===== src/rtl/mac_divider.sv =====
// mac_divider: sequential signed restoring divider for the MAC datapath.
// Divides a DW-bit two's-complement dividend by a VW-bit two's-complement
// divisor. The quotient is truncated toward zero and the remainder takes the
// sign of the dividend. One magnitude bit is resolved per cycle, MSB first,
// and a final FIX cycle applies the signs and the special cases.
module mac_divider #(
  parameter int DW = 10,
  parameter int VW = 4
) (
  input  logic          clk,
  input  logic          rst,
  input  logic          start,
  input  logic [DW-1:0] dividend,
  input  logic [VW-1:0] divisor,
  output logic          busy,
  output logic          done,
  output logic [DW-1:0] quotient,
  output logic [VW-1:0] remainder,
  output logic          dbz,
  output logic          ovf
);

  localparam int CW = $clog2(DW);

  typedef enum logic [1:0] {
    IDLE = 2'd0,
    CALC = 2'd1,
    FIX  = 2'd2
  } state_t;

  // Control state
  state_t        state, state_n;
  logic [CW-1:0] cnt, cnt_n;

  // Datapath: partial remainder, dividend magnitude shifting into quotient
  // magnitude, and the captured divisor magnitude.
  logic [VW:0]   p, p_n;
  logic [DW-1:0] dq, dq_n;
  logic [VW-1:0] dv_mag, dv_mag_n;

  // Operation attributes captured at acceptance
  logic neg_q, neg_q_n;
  logic neg_r, neg_r_n;
  logic sel_dbz, sel_dbz_n;
  logic sel_ovf, sel_ovf_n;

  // Next values of the registered outputs
  logic          busy_n, done_n, dbz_n, ovf_n;
  logic [DW-1:0] quotient_n;
  logic [VW-1:0] remainder_n;

  // Restoring step helpers
  logic [VW:0]   p_sh;
  logic [VW+1:0] trial;

  // Operand decode helpers used at acceptance
  logic [DW-1:0] dd_mag;
  logic [VW-1:0] ds_mag;
  logic          ds_zero;
  logic          ovf_case;

  localparam logic [DW-1:0] DD_MIN = {1'b1, {(DW-1){1'b0}}};
  localparam logic [VW-1:0] DS_M1  = {VW{1'b1}};

  // Operand magnitudes: -2^(DW-1) maps to 2^(DW-1), which still fits DW bits unsigned.
  assign dd_mag   = dividend[DW-1] ? -dividend : dividend;
  assign ds_mag   = divisor[VW-1]  ? -divisor  : divisor;
  assign ds_zero  = (divisor == '0);
  assign ovf_case = (dividend == DD_MIN) && (divisor == DS_M1);

  // One restoring step: shift {p, dq} left and trial-subtract |divisor| one bit wider.
  assign p_sh  = {p[VW-1:0], dq[DW-1]};
  assign trial = {1'b0, p_sh} - {2'b00, dv_mag};

  // Next-state and datapath/output update for the current state.
  always_comb begin
    // NOTE: every signal written here gets a default first, so no path
    // leaves a value unassigned and no latch is inferred.
    state_n     = state;
    cnt_n       = cnt;
    p_n         = p;
    dq_n        = dq;
    dv_mag_n    = dv_mag;
    neg_q_n     = neg_q;
    neg_r_n     = neg_r;
    sel_dbz_n   = sel_dbz;
    sel_ovf_n   = sel_ovf;
    busy_n      = busy;
    done_n      = 1'b0;
    quotient_n  = quotient;
    remainder_n = remainder;
    dbz_n       = dbz;
    ovf_n       = ovf;

    unique case (state)
      IDLE: begin
        if (start) begin
          busy_n    = 1'b1;
          neg_q_n   = dividend[DW-1] ^ divisor[VW-1];
          neg_r_n   = dividend[DW-1];
          sel_dbz_n = ds_zero;
          sel_ovf_n = ovf_case;
          dq_n      = dd_mag;
          dv_mag_n  = ds_mag;
          p_n       = '0;
          cnt_n     = CW'(DW-1);
          // A zero divisor skips the iterations entirely.
          state_n   = ds_zero ? FIX : CALC;
        end
      end

      CALC: begin
        if (!trial[VW+1]) begin
          p_n  = trial[VW:0];
          dq_n = {dq[DW-2:0], 1'b1};
        end else begin
          p_n  = p_sh;
          dq_n = {dq[DW-2:0], 1'b0};
        end
        if (cnt == '0) begin
          state_n = FIX;
        end else begin
          cnt_n = cnt - 1'b1;
        end
      end

      FIX: begin
        busy_n  = 1'b0;
        done_n  = 1'b1;
        dbz_n   = sel_dbz;
        ovf_n   = sel_ovf;
        state_n = IDLE;
        if (sel_dbz) begin
          quotient_n  = '0;
          remainder_n = '0;
        end else begin
          // The overflow case needs no special datapath: magnitude 2^(DW-1)
          // with a positive sign already reads back as the wrapped value.
          quotient_n  = neg_q ? -dq : dq;
          remainder_n = neg_r ? -p[VW-1:0] : p[VW-1:0];
        end
      end

      default: begin
        state_n = IDLE;
      end
    endcase
  end

  // State register with synchronous reset; reset abandons any operation in flight.
  always_ff @(posedge clk) begin
    // NOTE: sequential state uses non-blocking assignments so every register
    // samples values from before the edge, independent of statement order.
    if (rst) begin
      state     <= IDLE;
      cnt       <= '0;
      p         <= '0;
      dq        <= '0;
      dv_mag    <= '0;
      neg_q     <= 1'b0;
      neg_r     <= 1'b0;
      sel_dbz   <= 1'b0;
      sel_ovf   <= 1'b0;
      busy      <= 1'b0;
      done      <= 1'b0;
      quotient  <= '0;
      remainder <= '0;
      dbz       <= 1'b0;
      ovf       <= 1'b0;
    end else begin
      state     <= state_n;
      cnt       <= cnt_n;
      p         <= p_n;
      dq        <= dq_n;
      dv_mag    <= dv_mag_n;
      neg_q     <= neg_q_n;
      neg_r     <= neg_r_n;
      sel_dbz   <= sel_dbz_n;
      sel_ovf   <= sel_ovf_n;
      busy      <= busy_n;
      done      <= done_n;
      quotient  <= quotient_n;
      remainder <= remainder_n;
      dbz       <= dbz_n;
      ovf       <= ovf_n;
    end
  end

endmodule


===== config.mk =====
export PLATFORM = sky130hd
export DESIGN_NAME = mac_divider
export DESIGN_NICKNAME = d
export VERILOG_FILES = /design/src/rtl/mac_divider.sv
export SDC_FILE = /design/constraint.sdc
export NUM_CORES = 1
export LEC_CHECK = 0
export ABC_AREA = 1
export CELL_PAD_IN_SITES_DETAIL_PLACEMENT = 1
export CELL_PAD_IN_SITES_GLOBAL_PLACEMENT = 1
export CORE_ASPECT_RATIO = 0.9
export CORE_MARGIN = 2
export CORE_UTILIZATION = 35
export CTS_CLUSTER_DIAMETER = 200
export DETAILED_ROUTE_END_ITERATION = 16
export PLACE_DENSITY = 0.76
export SYNTH_ARGS = -nofsm -noshare
export SYNTH_HDL_FRONTEND = slang
export SYNTH_SLANG_ARGS = --single-unit

===== constraint.sdc =====
create_clock -name clk -period 1.4 [get_ports clk]
set_input_delay 0.28 -clock clk [delete_from_list [all_inputs] [get_ports clk]]
set_output_delay 0.28 -clock clk [all_outputs]
set_load 0.02 [all_outputs]

# Word-level counts from Yosys, hierarchy flattened
# Index checks and enable logic that the tools add are counted.
# op_classes
addsub	6
n_eq_ne	7
n_mux	22
n_bitwise	1
n_reduce_logical	11
# op_table
op	n
two-way mux 10 bit	4
two-way mux 4 bit	7
negation 10 bit	2
case mux 10 bit (2 select lines)	1
case mux 4 bit (2 select lines)	2
equality test 10 bit (second input constant)	1
zero test 4 bit	2
negation 4 bit	2
AND reduction 2 bit	4
two-way mux 2 bit	3
!= test 2 bit (second input constant)	3
subtractor 5 x 4 -> 6 bit	1
equality test 4 bit (second input constant)	1
case mux 2 bit (2 select lines)	1
nonzero test 2 bit	2
subtractor 4 x 1 -> 4 bit (second input constant)	1
two-way mux 1 bit	3
AND reduction 3 bit	1
equality test 2 x 1 -> 1 bit (second input constant)	1
equality test 2 bit (second input constant)	1
zero test 2 bit	1
case mux 1 bit (2 select lines)	1
logical AND 1 bit	1
bitwise XOR 1 bit	1
# totals
reg_bits	46
inputBits	17
wordCells	62

# Longest topological paths before layout
# depth
depth_word	4
mapped_depth	9
depth_no_buf	9

# Least setup slack after synthesis
# No wires, ideal clock.
# synth_path
path_type	flip-flop to flip-flop
startpoint	reg dq[9]
endpoint	reg p[2]
t_arrival_ps	1281
slack_ps	-13
stages_incl_launch_ff	8
path_cell_list	dfxtp_1 -> inv_1 -> ha_1 -> fa_1 -> xor2_1 -> nand2_1 -> nand3_1 -> a21oi_1
# synth_via
elab_chain_cells	3
# synth_rtl
element	line	source
start: declaration	38	logic [DW-1:0] dq, dq_n;
start signal: assignment	174	dq <= dq_n;
subtractor 5 x 4 -> 6 bit	73	assign trial = {1'b0, p_sh} - {2'b00, dv_mag};
two-way mux 4 bit	113	if (!trial[VW+1]) begin
case mux 4 bit (2 select lines)	95	unique case (state)
end signal: assignment	173	p <= p_n;
end: declaration	37	logic [VW:0] p, p_n;
# Every way passes these cells.
# A chain may end at the register's enable or synchronous reset.

# Final worst setup path
# layout_path
startpoint	reg dv_mag[3]
endpoint	reg p[0]
# layout_via
elab_chain_cells	3
# layout_rtl
element	line	source
start: declaration	39	logic [VW-1:0] dv_mag, dv_mag_n;
start signal: assignment	175	dv_mag <= dv_mag_n;
subtractor 5 x 4 -> 6 bit	73	
two-way mux 4 bit	113	
case mux 4 bit (2 select lines)	95	
# Every way passes these cells.

==> impl_metrics.prom <==
# TYPE chip_impl_metric gauge
chip_impl_info{name="status",value="complete, but fails checks"} 1
chip_impl_info{name="failing_checks",value="setup timing"} 1
chip_impl_metric{name="vias_in_the_first_global_route",unit=""} 2768
chip_impl_info{name="critPathLaunchType",value="flip-flop"} 1
chip_impl_metric{name="synthDominantCellAreaShare",unit="%"} 35.90
chip_impl_metric{name="drt-wirelength-per-cell",unit="um"} 14.69
chip_impl_metric{name="grt_first_pass_wirelength",unit="um"} 12990
chip_impl_metric{name="crit_buf_inv",unit=""} 3
chip_impl_metric{name="synthXorXnorAreaFrac",unit="%"} 1.707
chip_impl_metric{name="synthesis.nets",unit=""} 386
chip_impl_metric{name="power.switching_fraction",unit="%"} 33.17
chip_impl_metric{name="die_area",unit="mm^2"} 0.008030
chip_impl_metric{name="synth-adder-area-share",unit="%"} 5.659
chip_impl_metric{name="io-pin-count",unit=""} 35
chip_impl_info{name="dominant_combinational_cell_family_by_area_after_synthesis",value="simple AND/OR/NAND/NOR gates"} 1
chip_impl_info{name="ctsRootBufferMaster",value="sky130_fd_sc_hd__clkbuf_8"} 1
chip_impl_metric{name="grt_max_degree",unit=""} 22
chip_impl_metric{name="io_buffer_count",unit=""} 34
chip_impl_metric{name="number_of_max_cap_violations",unit=""} 0
chip_impl_metric{name="power.density",unit="mW/mm^2"} 1016
chip_impl_metric{name="final_layout_size_suffix_gt1_share",unit="%"} 26.29
chip_impl_metric{name="htree_num_levels",unit=""} 2
chip_impl_metric{name="r2r_slack",unit="ns"} -0.05
chip_impl_metric{name="nFillCells",unit=""} 907
chip_impl_metric{name="drt_pass1_iterations",unit=""} 4
chip_impl_info{name="cpMostUsedCell",value="sky130_fd_sc_hd__inv_2"} 1
chip_impl_metric{name="sum_of_overflow_across_all_layers_after_global_routing",unit=""} 0
chip_impl_metric{name="yosys-mux-area-fraction",unit="%"} 0
chip_impl_metric{name="required_time_worst_endpoint",unit="ns"} 1.64
chip_impl_metric{name="worst-endpoint-arrival",unit="ns"} 1.68
chip_impl_metric{name="detailedPlacementHpwl",unit="um"} 5992
chip_impl_metric{name="slew_at_the_pin_closest_to_its_max_slew_limit",unit="ns"} 0.5007
chip_impl_metric{name="achievable-frequency",unit="MHz"} 690.5
chip_impl_metric{name="initial_core_util",unit="%"} 36.25
chip_impl_metric{name="tritoncts_num_sinks",unit=""} 46
chip_impl_metric{name="post_place_setup_slack",unit="ns"} -0.2438
chip_impl_info{name="worstHoldPathType",value="flip-flop to flip-flop"} 1
chip_impl_metric{name="cts.clk_slew.worst_paths",unit="ns"} 0.09
chip_impl_info{name="tritoncts",value="done"} 1
chip_impl_metric{name="syn-instance-count",unit=""} 358
chip_impl_metric{name="grt_usage",unit="%"} 20.58
chip_impl_metric{name="synth_warnings",unit=""} 0
chip_impl_metric{name="die-height",unit="um"} 85.22
chip_impl_info{name="crit_path_cell_trace",value="inv_2 -> ha_4 -> inv_2 -> nor2_4 -> nand3_4 -> buf_6 -> nand4_1 -> nand3_1 -> a21oi_1"} 1
chip_impl_metric{name="finalWirelength",unit="um"} 7905
chip_impl_metric{name="slew_violations",unit=""} 0
chip_impl_metric{name="power_switching",unit="uW"} 1219
chip_impl_info{name="critPathTopFamily",value="simple AND/OR/NAND/NOR gates"} 1
chip_impl_metric{name="cpPeakStageDelay",unit="ns"} 0.33
chip_impl_metric{name="leakage",unit="uW"} 0.001580
chip_impl_metric{name="synth_seq_cells",unit=""} 46
chip_impl_metric{name="post_synthesis_cell_area",unit="mm^2"} 0.002565
chip_impl_metric{name="skew",unit="ns"} 0.008520
chip_impl_metric{name="synthesis.area_per_instance",unit="um^2"} 7.165
chip_impl_metric{name="tritoncts.num_buffers",unit=""} 5
chip_impl_info{name="crit_path_end_kind",value="flip-flop"} 1
chip_impl_info{name="synthDominantAreaCellType",value="sky130_fd_sc_hd__dfxtp_1"} 1
chip_impl_metric{name="fin_total_pwr",unit="uW"} 3676
chip_impl_metric{name="final_worst_slack",unit="ns"} -0.04832
chip_impl_metric{name="synth_cell_type_count",unit=""} 37
chip_impl_metric{name="slew_headroom",unit="%"} 66.59
chip_impl_metric{name="dieWidth",unit="um"} 94.24
chip_impl_info{name="most_frequent_standard_cell_in_the_layout_excluding_fill_and_tap_cells",value="sky130_fd_sc_hd__nand2_1"} 1
chip_impl_metric{name="antennaDiodeCount",unit=""} 0
chip_impl_metric{name="cellInternalPower",unit="uW"} 2457
chip_impl_metric{name="period_minus_slack",unit="ns"} 1.448
chip_impl_metric{name="cp_max_fo",unit=""} 3
chip_impl_metric{name="synth-compound-area-share",unit="%"} 18.63
chip_impl_metric{name="yosysSeqAreaShare",unit="%"} 35.90
chip_impl_info{name="crit_slowest_cell",value="sky130_fd_sc_hd__dfxtp_2"} 1
chip_impl_metric{name="layout.nets",unit=""} 472
chip_impl_metric{name="coreArea",unit="mm^2"} 0.007076
chip_impl_metric{name="gp_congestion",unit=""} 0.8503
chip_impl_metric{name="dr_total_vias",unit=""} 2688
chip_impl_metric{name="syn2layout_area_growth",unit="%"} 41.12
chip_impl_info{name="mostFrequentLayoutCells",value="sky130_fd_sc_hd__nand2_1 (70), sky130_fd_sc_hd__buf_4 (52), sky130_fd_sc_hd__dfxtp_1 (40)"} 1
chip_impl_metric{name="min_period_over_period",unit="%"} 103.5
chip_impl_metric{name="synth_simple_gate_area_share",unit="%"} 28.20
chip_impl_metric{name="comb_power_share",unit="%"} 32.7
chip_impl_info{name="rsz0062_at_grt",value="yes"} 1
chip_impl_metric{name="grt_antenna_before_repair",unit=""} 0
chip_impl_metric{name="clk_latency_worst_skew_pair",unit="ns"} 0.30
chip_impl_metric{name="worst_ir_drop_vdd",unit="uV"} 386.3
chip_impl_metric{name="core_rows",unit=""} 29
chip_impl_metric{name="clockPowerShare",unit="%"} 26.8
chip_impl_metric{name="dr_iter_0_viols",unit=""} 80
chip_impl_metric{name="drtAntennaViolNets",unit=""} 0
chip_impl_metric{name="cts_max_path_buffers",unit=""} 2
chip_impl_metric{name="final-setup-viol-count",unit=""} 3
chip_impl_metric{name="power.share.sequential",unit="%"} 40.5
chip_impl_info{name="ys_top_cells_by_area",value="sky130_fd_sc_hd__dfxtp_1 (36%), sky130_fd_sc_hd__nand2_1 (11%), sky130_fd_sc_hd__a21oi_1 (7.6%)"} 1
chip_impl_metric{name="route.detailed.drc",unit=""} 0
chip_impl_info{name="worst-setup-path-type",value="flip-flop to flip-flop"} 1
chip_impl_metric{name="vias_per_cell",unit=""} 4.996
chip_impl_metric{name="finalHoldViolCount",unit=""} 0
==> routing by layer <==
layer / routed length (um) / vias up / global-route usage (%) / part of all wire, %
li1: - / 1356 / - / -
met1: 3759 / 1292 / 26.53 / 48
met2: 3920 / 36 / 36.75 / 50
met3: 176 / 4 / 2.931 / 2.2
met4: 48 / 0 / 3.953 / 0.61
met5: 0 / - / 0 / 0
==> worst register-to-register path, stage by stage, from the launching register on <==
cell	delay [ns]
sky130_fd_sc_hd__dfxtp_2	0.33
sky130_fd_sc_hd__inv_2	0.05
sky130_fd_sc_hd__ha_4	0.26
sky130_fd_sc_hd__inv_2	0.04
sky130_fd_sc_hd__nor2_4	0.12
sky130_fd_sc_hd__nand3_4	0.10
sky130_fd_sc_hd__buf_6	0.13
sky130_fd_sc_hd__nand4_1	0.11
sky130_fd_sc_hd__nand3_1	0.10
sky130_fd_sc_hd__a21oi_1	0.14
==> cells by family after synthesis <==
logic type / after synthesis
and+or+nand+nor: 155
AOI/OAI and AO/OA: 82
buffers and inverters: 59
DFF: 46
adders and majority gates: 11
xor gates and xnor gates: 5
==> state kept, by name, summed over array words and instances (netlist names) <==
register   cells
remainder      4
quotient      10
neg_q          1
p              4
sel_dbz        1
ovf            1
dq            10
sel_ovf        1
dbz            1
state          2
busy           1
dv_mag         4
cnt            4
neg_r          1
done           1
==> layout make-up <==
type | instances | area (um^2) | area share (%)
clock buffer | 7 | 76.32 | 2.109
clock inverter | 1 | 30.03 | 0.8296
inverter | 48 | 190.2 | 5.254
multi-input combinational | 253 | 1494 | 41.27
sequential | 46 | 930.9 | 25.72
tap | 93 | 116.4 | 3.215
timing repair buffer | 90 | 782.0 | 21.60
==> Yosys cell counts <==
| cell type | instances |
|---|---|
| sky130_fd_sc_hd__a22oi_2 | 5 |
| sky130_fd_sc_hd__xnor2_1 | 2 |
| sky130_fd_sc_hd__nand3_1 | 29 |
| sky130_fd_sc_hd__buf_6 | 2 |
| sky130_fd_sc_hd__o2111a_1 | 1 |
| sky130_fd_sc_hd__a22oi_1 | 1 |
| sky130_fd_sc_hd__nand2_2 | 3 |
| sky130_fd_sc_hd__o21ai_1 | 1 |
| sky130_fd_sc_hd__clkbuf_1 | 5 |
| sky130_fd_sc_hd__nand2_4 | 3 |
| sky130_fd_sc_hd__a31oi_1 | 1 |
| sky130_fd_sc_hd__nand3_2 | 1 |
| sky130_fd_sc_hd__inv_4 | 3 |
| sky130_fd_sc_hd__o22ai_1 | 10 |
| sky130_fd_sc_hd__o21ai_0 | 21 |
| sky130_fd_sc_hd__a211oi_1 | 2 |
| sky130_fd_sc_hd__nand3b_1 | 1 |
| sky130_fd_sc_hd__nor2_8 | 1 |
| sky130_fd_sc_hd__dfxtp_1 | 46 |
| sky130_fd_sc_hd__nand4_1 | 3 |
| sky130_fd_sc_hd__o211ai_1 | 1 |
| sky130_fd_sc_hd__nor2_1 | 29 |
| sky130_fd_sc_hd__xor2_1 | 3 |
| sky130_fd_sc_hd__a21oi_1 | 39 |
| sky130_fd_sc_hd__ha_1 | 10 |
| sky130_fd_sc_hd__or2_2 | 1 |
| sky130_fd_sc_hd__buf_4 | 2 |
| sky130_fd_sc_hd__buf_2 | 2 |
| sky130_fd_sc_hd__nor2_2 | 1 |
| sky130_fd_sc_hd__nor3_2 | 1 |
| sky130_fd_sc_hd__nor2_4 | 3 |
| sky130_fd_sc_hd__nor3_1 | 6 |
| sky130_fd_sc_hd__fa_1 | 1 |
| sky130_fd_sc_hd__inv_2 | 3 |
| sky130_fd_sc_hd__nand2_1 | 73 |
| sky130_fd_sc_hd__clkinv_1 | 1 |
| sky130_fd_sc_hd__inv_1 | 41 |
==> power by group through the flow <==
stage,clock network (uW),registers [uW],logic (uW)
2_1_floorplan,0,1510,629
3_3_place_gp,0,1510,1030
3_5_place_dp,0,1510,1070
4_1_cts,1010,1490,1130
5_1_grt,1060,1500,1330
6_report,985,1490,1200
==> path summary, 6_finish.rpt <==
check | start | endpoint | depth (start not counted)
worst max-delay path | dv_mag[3]$_SDFFE_PP0P_ | p[0]$_SDFFE_PP0P_ | 9
worst min-delay path | sel_ovf$_SDFFE_PP0P_ | ovf$_SDFFE_PP0P_ | 2
worst max register to register | dv_mag[3]$_SDFFE_PP0P_ | p[0]$_SDFFE_PP0P_ | 9
worst min register to register | sel_ovf$_SDFFE_PP0P_ | ovf$_SDFFE_PP0P_ | 2
==> what timing repair did <==
action                                  4_1_cts  5_1_grt
gates cloned                                  0        0
hold buffers                                  0        0
setup buffers                                 1        3
pin swaps                                     8        8
endpoints found under the setup margin       24       13
gates resized for setup                      36       21
==> through the flow <==
| stage | TNS [ns] | hold slack (ns) | std cells | utilization (%) | instance area (um^2) |
|---|---|---|---|---|---|
| after floorplan | 0 | 0.4313 | 358 | - | 2567 |
| after global placement | -3.433 | 0.4507 | 526 | 47.67 | 3373 |
| after detailed placement | -4.314 | 0.4524 | 526 | 47.67 | 3373 |
| after CTS | -0.01609 | 0.4632 | 535 | 49.97 | 3536 |
| after global routing | -0.3909 | 0.4810 | 538 | 51.16 | 3620 |
| final | -0.09363 | 0.4603 | 538 | 51.16 | 3620 |
Power figures use the tool's default switching activity.
